===== config.mk =====
export PLATFORM = sky130hd
export DESIGN_NAME = round_key_buffer
export DESIGN_NICKNAME = d
export VERILOG_FILES = /design/src/rtl/aes_pkg.sv /design/src/rtl/key_ram_176x8.sv /design/src/rtl/round_key_buffer.sv
export SDC_FILE = /design/constraint.sdc
export NUM_CORES = 2
export LEC_CHECK = 0
export ABC_AREA = 1
export CORE_ASPECT_RATIO = 1.1
export CORE_MARGIN = 8
export CORE_UTILIZATION = 25
export DETAILED_ROUTE_END_ITERATION = 10
export GPL_ROUTABILITY_DRIVEN = 0
export PLACE_DENSITY_LB_ADDON = 0.15
export SYNTH_ARGS = -nofsm -noshare
export SYNTH_HDL_FRONTEND = slang
export SYNTH_SLANG_ARGS = --single-unit

===== constraint.sdc =====
create_clock -name clk -period 3.52 [get_ports clk]
set_input_delay 0.528 -clock clk [delete_from_list [all_inputs] [get_ports clk]]
set_output_delay 0.528 -clock clk [all_outputs]
set_load 0.01 [all_outputs]

===== src/rtl/aes_pkg.sv =====
// Shared AES-128 key-schedule constants, buffer state encoding and the
// FIPS-197 reference key schedule used by benches.
package aes_pkg;

  localparam int AES_KEY_BYTES = 16;
  localparam int AES128_ROUNDS = 10;

  localparam logic [1:0] ENC_EMPTY = 2'd0;
  localparam logic [1:0] ENC_FILL  = 2'd1;
  localparam logic [1:0] ENC_READY = 2'd2;
  localparam logic [1:0] ENC_READ  = 2'd3;

  typedef enum logic [1:0] {
    ST_EMPTY = ENC_EMPTY,
    ST_FILL  = ENC_FILL,
    ST_READY = ENC_READY,
    ST_READ  = ENC_READ
  } rkb_state_t;

  // FIPS-197 Appendix A.1 cipher key and its full expanded schedule.
  localparam logic [127:0] FIPS197_KEY = 128'h2b7e151628aed2a6abf7158809cf4f3c;

  localparam logic [127:0] FIPS197_RK [AES128_ROUNDS+1] = '{
    128'h2b7e151628aed2a6abf7158809cf4f3c,
    128'ha0fafe1788542cb123a339392a6c7605,
    128'hf2c295f27a96b9435935807a7359f67f,
    128'h3d80477d4716fe3e1e237e446d7a883b,
    128'hef44a541a8525b7fb671253bdb0bad00,
    128'hd4d1c6f87c839d87caf2b8bc11f915bc,
    128'h6d88a37a110b3efddbf98641ca0093fd,
    128'h4e54f70e5f5fc9f384a64fb24ea6dc4f,
    128'head27321b58dbad2312bf5607f8d292f,
    128'hac7766f319fadc2128d12941575c006e,
    128'hd014f9a8c9ee2589e13f0cc8b6630ca6
  };

endpackage


===== src/rtl/key_ram_176x8.sv =====
// Round-key storage: one write port and one synchronous read port whose
// output register doubles as the replay byte seen by the datapath.
module key_ram_176x8
  import aes_pkg::*;
#(
  parameter int DEPTH = (AES128_ROUNDS + 1) * AES_KEY_BYTES,
  parameter int AW    = 8
) (
  input  logic          clk,
  input  logic          rst,
  input  logic          we,
  input  logic [AW-1:0] waddr,
  input  logic [7:0]    wdata,
  input  logic          re,
  input  logic [AW-1:0] raddr,
  output logic [7:0]    rdata
);

  logic [7:0] mem [DEPTH];

  // Array write; contents survive reset, only the schedule-valid flag is cleared upstream.
  always_ff @(posedge clk) begin
    if (we) begin
      mem[waddr] <= wdata;
    end
  end

  // One-cycle read; output holds its value when no read is issued and clears on reset.
  always_ff @(posedge clk) begin
    if (!rst) begin
      rdata <= '0;
    end else if (re) begin
      rdata <= mem[raddr];
    end
  end

endmodule


===== src/rtl/round_key_buffer.sv =====
// Captures the byte-serial AES-128 round-key stream and replays any one
// round key, MSB byte first, on request from the encryption datapath.
module round_key_buffer
  import aes_pkg::*;
#(
  parameter int NUM_ROUNDS = AES128_ROUNDS,
  parameter int KEY_BYTES  = AES_KEY_BYTES
) (
  input  logic       clk,
  input  logic       rst,
  input  logic       kin_start,
  input  logic       kin_valid,
  input  logic [7:0] kin_byte,
  output logic       key_ready,
  input  logic       rd_req,
  input  logic [3:0] rd_round,
  output logic       rd_valid,
  output logic [7:0] rd_byte,
  output logic       rd_last,
  output logic       rd_err
);

  localparam int DEPTH = (NUM_ROUNDS + 1) * KEY_BYTES;
  localparam int CW    = $clog2(KEY_BYTES);
  localparam logic [7:0]    LAST_ADDR = 8'(DEPTH - 1);
  localparam logic [CW-1:0] PRE_LAST  = CW'(KEY_BYTES - 2);

  rkb_state_t    state, state_n;
  logic [7:0]    wr_ptr, wr_ptr_n;
  logic [7:0]    rd_base, rd_base_n;
  logic [CW-1:0] rd_cnt, rd_cnt_n;
  logic          key_ready_n, rd_valid_n, rd_last_n, rd_err_n;

  logic          ram_we, ram_re;
  logic [7:0]    ram_waddr, ram_raddr;

  logic          round_ok;
  logic [7:0]    round_base;

  assign round_ok   = (rd_round <= 4'(NUM_ROUNDS));
  assign round_base = 8'(rd_round) * 8'(KEY_BYTES);

  // rd_cnt is the byte index currently presented on rd_byte; the RAM is
  // always fetching the next one so the replay streams without bubbles.
  // Next-state, write/read addressing and output decode; kin_start overrides everything.
  always_comb begin
    state_n     = state;
    wr_ptr_n    = wr_ptr;
    rd_base_n   = rd_base;
    rd_cnt_n    = rd_cnt;
    key_ready_n = key_ready;
    rd_valid_n  = 1'b0;
    rd_last_n   = 1'b0;
    rd_err_n    = 1'b0;
    ram_we      = 1'b0;
    ram_waddr   = wr_ptr;
    ram_re      = 1'b0;
    ram_raddr   = rd_base + 8'(rd_cnt) + 8'd1;

    if (kin_start) begin
      state_n     = ST_FILL;
      key_ready_n = 1'b0;
      rd_cnt_n    = '0;
      rd_err_n    = rd_req;
      if (kin_valid) begin
        ram_we    = 1'b1;
        ram_waddr = '0;
        wr_ptr_n  = 8'd1;
      end else begin
        wr_ptr_n  = '0;
      end
    end else begin
      unique case (state)
        ST_EMPTY: begin
          rd_err_n = rd_req;
        end
        ST_FILL: begin
          rd_err_n = rd_req;
          if (kin_valid) begin
            ram_we   = 1'b1;
            wr_ptr_n = wr_ptr + 8'd1;
            if (wr_ptr == LAST_ADDR) begin
              state_n     = ST_READY;
              key_ready_n = 1'b1;
            end
          end
        end
        ST_READY: begin
          if (rd_req) begin
            if (round_ok) begin
              state_n    = ST_READ;
              rd_base_n  = round_base;
              rd_cnt_n   = '0;
              ram_re     = 1'b1;
              ram_raddr  = round_base;
              rd_valid_n = 1'b1;
            end else begin
              rd_err_n   = 1'b1;
            end
          end
        end
        ST_READ: begin
          rd_err_n   = rd_req;
          ram_re     = 1'b1;
          rd_valid_n = 1'b1;
          rd_cnt_n   = rd_cnt + 1'b1;
          if (rd_cnt == PRE_LAST) begin
            rd_last_n = 1'b1;
            state_n   = ST_READY;
          end
        end
        default: begin
          state_n = ST_EMPTY;
        end
      endcase
    end
  end

  // State and registered outputs with synchronous active-low reset.
  always_ff @(posedge clk) begin
    if (!rst) begin
      state     <= ST_EMPTY;
      wr_ptr    <= '0;
      rd_base   <= '0;
      rd_cnt    <= '0;
      key_ready <= 1'b0;
      rd_valid  <= 1'b0;
      rd_last   <= 1'b0;
      rd_err    <= 1'b0;
    end else begin
      state     <= state_n;
      wr_ptr    <= wr_ptr_n;
      rd_base   <= rd_base_n;
      rd_cnt    <= rd_cnt_n;
      key_ready <= key_ready_n;
      rd_valid  <= rd_valid_n;
      rd_last   <= rd_last_n;
      rd_err    <= rd_err_n;
    end
  end

  key_ram_176x8 #(
    .DEPTH (DEPTH),
    .AW    (8)
  ) u_ram (
    .clk   (clk),
    .rst   (rst),
    .we    (ram_we),
    .waddr (ram_waddr),
    .wdata (kin_byte),
    .re    (ram_re),
    .raddr (ram_raddr),
    .rdata (rd_byte)
  );

endmodule


==> summary.txt <==
Run status
  • Outcome: finished, final reports clean

Synth
  • Yosys cell types: 43
  • Avg Cell Area, Syn: 10.9 µm²
  • Syn nets: 5801
  • Post-synth EDFFs: 1408
  • Synthesized cell area: 63000 µm²
  • Synthesized flop and latch total: 1438
  • Post-Syn Instances: 5776
  • Commonest cells post-synth: 1413 x nand3_1, 1408 x edfxtp_1, 1310 x nand2_1
  • Count leader, synth: nand3_1
  • Yosys top cell area share: 0.672
  • Ys flop type: edfxtp_1
  • Area contributors post-synth: edfxtp_1 67%, nand3_1 11%, nand2_1 7.8%
  • Fraction of the yosys area taken by sequential cells: 0.681
  • FFs w/ async S/R, synth: 0
  • Cell taking the most area after synthesis: edfxtp_1
  • Synth warn: 0

Detailed routing
  • Antenna Nets Post-Route: 0
  • Vias per Instance: 4.57
  • Wirelength per Cell: 23.0 µm
  • Routed vias: 43400
  • DR DRC count: 0
  • Post-Route WL: 219 mm
  • DRT iter0 DRCs: 3262
  • DR pass1 iterations: 6

Final layout
  • Share of cells above drive strength 1: 0.124
  • Post-route design area: 75400 µm²
  • Syn-to-layout area delta: 19.7%
  • FILL cells: 25700
  • Nets: 6097

Clock tree
  • Clock transition at path regs: 60 ps
  • H-Tree Depth: 4
  • Total CTS buffers: 168
  • CTS Buffer Depth: 4
  • CTS tree: yes
  • Root buffer cell: clkbuf_16
  • Clock Latency Late Sink: 820 ps
  • Sink Count: 1438

Floorplan
  • Die Y: 542 µm
  • Die area: 268000 µm²
  • Initial Utilization: 0.251
  • Area of the core: 251000 µm²
  • Std-Cell Rows: 193
  • # IOs: 29
  • Die width: 494 µm

Worst setup path
  • Worst Reg-to-Reg Cells: 16
  • Worst setup path end: u_ram.rdata[2]
  • Setup crit end kind: flop
  • Reg-to-Reg End: u_ram.rdata[2]
  • Max Fanout on Critical Path: 43
  • Worst Setup SP: state[0]
  • CP required: 4260 ps
  • FF-to-FF setup slack: 120 ps
  • Worst EP arrival: 4140 ps
  • WS Path Type: reg -> reg
  • CP Launch Type: flop
  • Critical R2R Launch: state[0]

Pwr
  • Leak: 0.0281 µW
  • Peak VDD IR: 0.330 mV
  • Pwr/cell area: 484 nW/µm²

STA
  • Setup violators final: 0
  • Tmin final: 3400 ps
  • Unrepaired setup endpoints after global routing: no
  • Worst Skew: 51.0 ps
  • Relative slew slack: 0.330
  • Final critical-path share of the clock period: 0.965
  • Final setup TNS: 0 ps
  • Final hold vios: 0
  • Final worst slack: 125 ps
  • Slew Viols, Final: 0
  • Measured slew at the worst slew-check pin: 1000 ps
  • FMAX: 295 MHz
  • Worst hold slack: 200 ps

Global routing
  • Initial antenna violation count: 4
  • Total global routing overflow: 0
  • GRT Overall Usage: 0.159
  • Largest net degree at the start of global routing: 168
  • First-pass GRT wire length: 318 mm
  • Vias in the first global route: 43900

Placed design
  • I/O Buffers: 28
  • Post-Place Setup Slack: -250 ps
  • Placed inst area: 70200 µm²
  • DP HPWL: 140 mm

Job
  • Total of max-cap violations: 0

Hold path
  • Hold/Removal Path Class: in -> reg
[critical path, cell delays in order (launching register included)]
cell and delay [ps]:
dfxtp_1 340, inv_1 110, ha_1 250, nand2_1 90, nor2_2 200, nand2_8 200
nand2_8 200, buf_16 230, buf_12 240, nand3_1 110, nand3_1 170, nand3_1 200
nand3_1 220, nand3_1 220, nand3_1 200, nand3_1 90, a21oi_1 130
[through the flow]
step                      power (µW)  std cells   util
after CTS                      37000       9505  0.300
final                          36500       9516  0.300
after floorplan                19500       5776      -
after global routing           37600       9514  0.300
after global placement         20200       9215  0.280
after detailed placement       20200       9215  0.280
[kinds of logic after synthesis]
logic type,share of synthesized area
and+or+nand+nor,0.232
DFF,0.681
buffers and inverters,0.0664
AOI/OAI and AO/OA,0.0180
adders and majority gates,0.00159
xor gates and xnor gates,0.000696
[where the power goes]
group	internal (µW)	switching [µW]	total [µW]
Sequential	18800	14.5	18800
Combinational	243	764	1010
Clock	9560	7080	16600
[repair_timing]
item	CTS	global route
hold buffers	0	0
resized for setup	0	7
buffers inserted	0	3
endpoints found under the setup margin	0	4
[flip-flops by register name, indices dropped and copies added, names as in the netlist]
name and count:
rd_base 4, wr_ptr 8, rd_valid 1, rd_cnt 4, state 2, u_ram.mem 1408
rd_last 1, u_ram.rdata 8, rd_err 1, key_ready 1
[routing by layer]
layer  global-route usage  wire (µm)
met5                    0          0
met4               0.0526       7420
met3               0.0186       8360
met2                0.275     107000
met1                0.207      95700
[how the worst min path moves through the flow]
stage / slack [ps] / from / endpoint / depth (start not counted)
after floorplan: 470 / rd_base[6] / rd_base[6] / 2
after global placement: 490 / rd_base[7] / rd_base[7] / 2
after detailed placement: 500 / rd_base[6] / rd_base[6] / 2
after CTS: 160 / kin_byte[3] / u_ram.mem[77][3] / 1
after global routing: 190 / kin_byte[3] / u_ram.mem[76][3] / 1
final: 200 / kin_byte[3] / u_ram.mem[76][3] / 1
[final cells by class]
type	count	area [µm²]	share of cell area
antenna	9	22.5	0.000299
clock buffer	206	4400	0.0584
clock inverter	84	657	0.00871
inverter	578	2200	0.0291
multi-input combinational	3376	16000	0.212
sequential	1438	42900	0.569
tap	3315	4150	0.0550
timing repair buffer	510	5110	0.0678
[layout by cell type (no fill, tap or decap), types with 82 or more instances in the layout]
master,netlist,routed
o211ai_1,82,82
nor2_1,236,236
buf_4,35,386
buf_12,0,92
edfxtp_1,1408,1408
clkbuf_16,0,170
nand2_1,1310,1310
nand3b_1,176,176
inv_1,569,568
nand3_1,1413,1410
No activity file was read; power rests on OpenSTA's default activity.
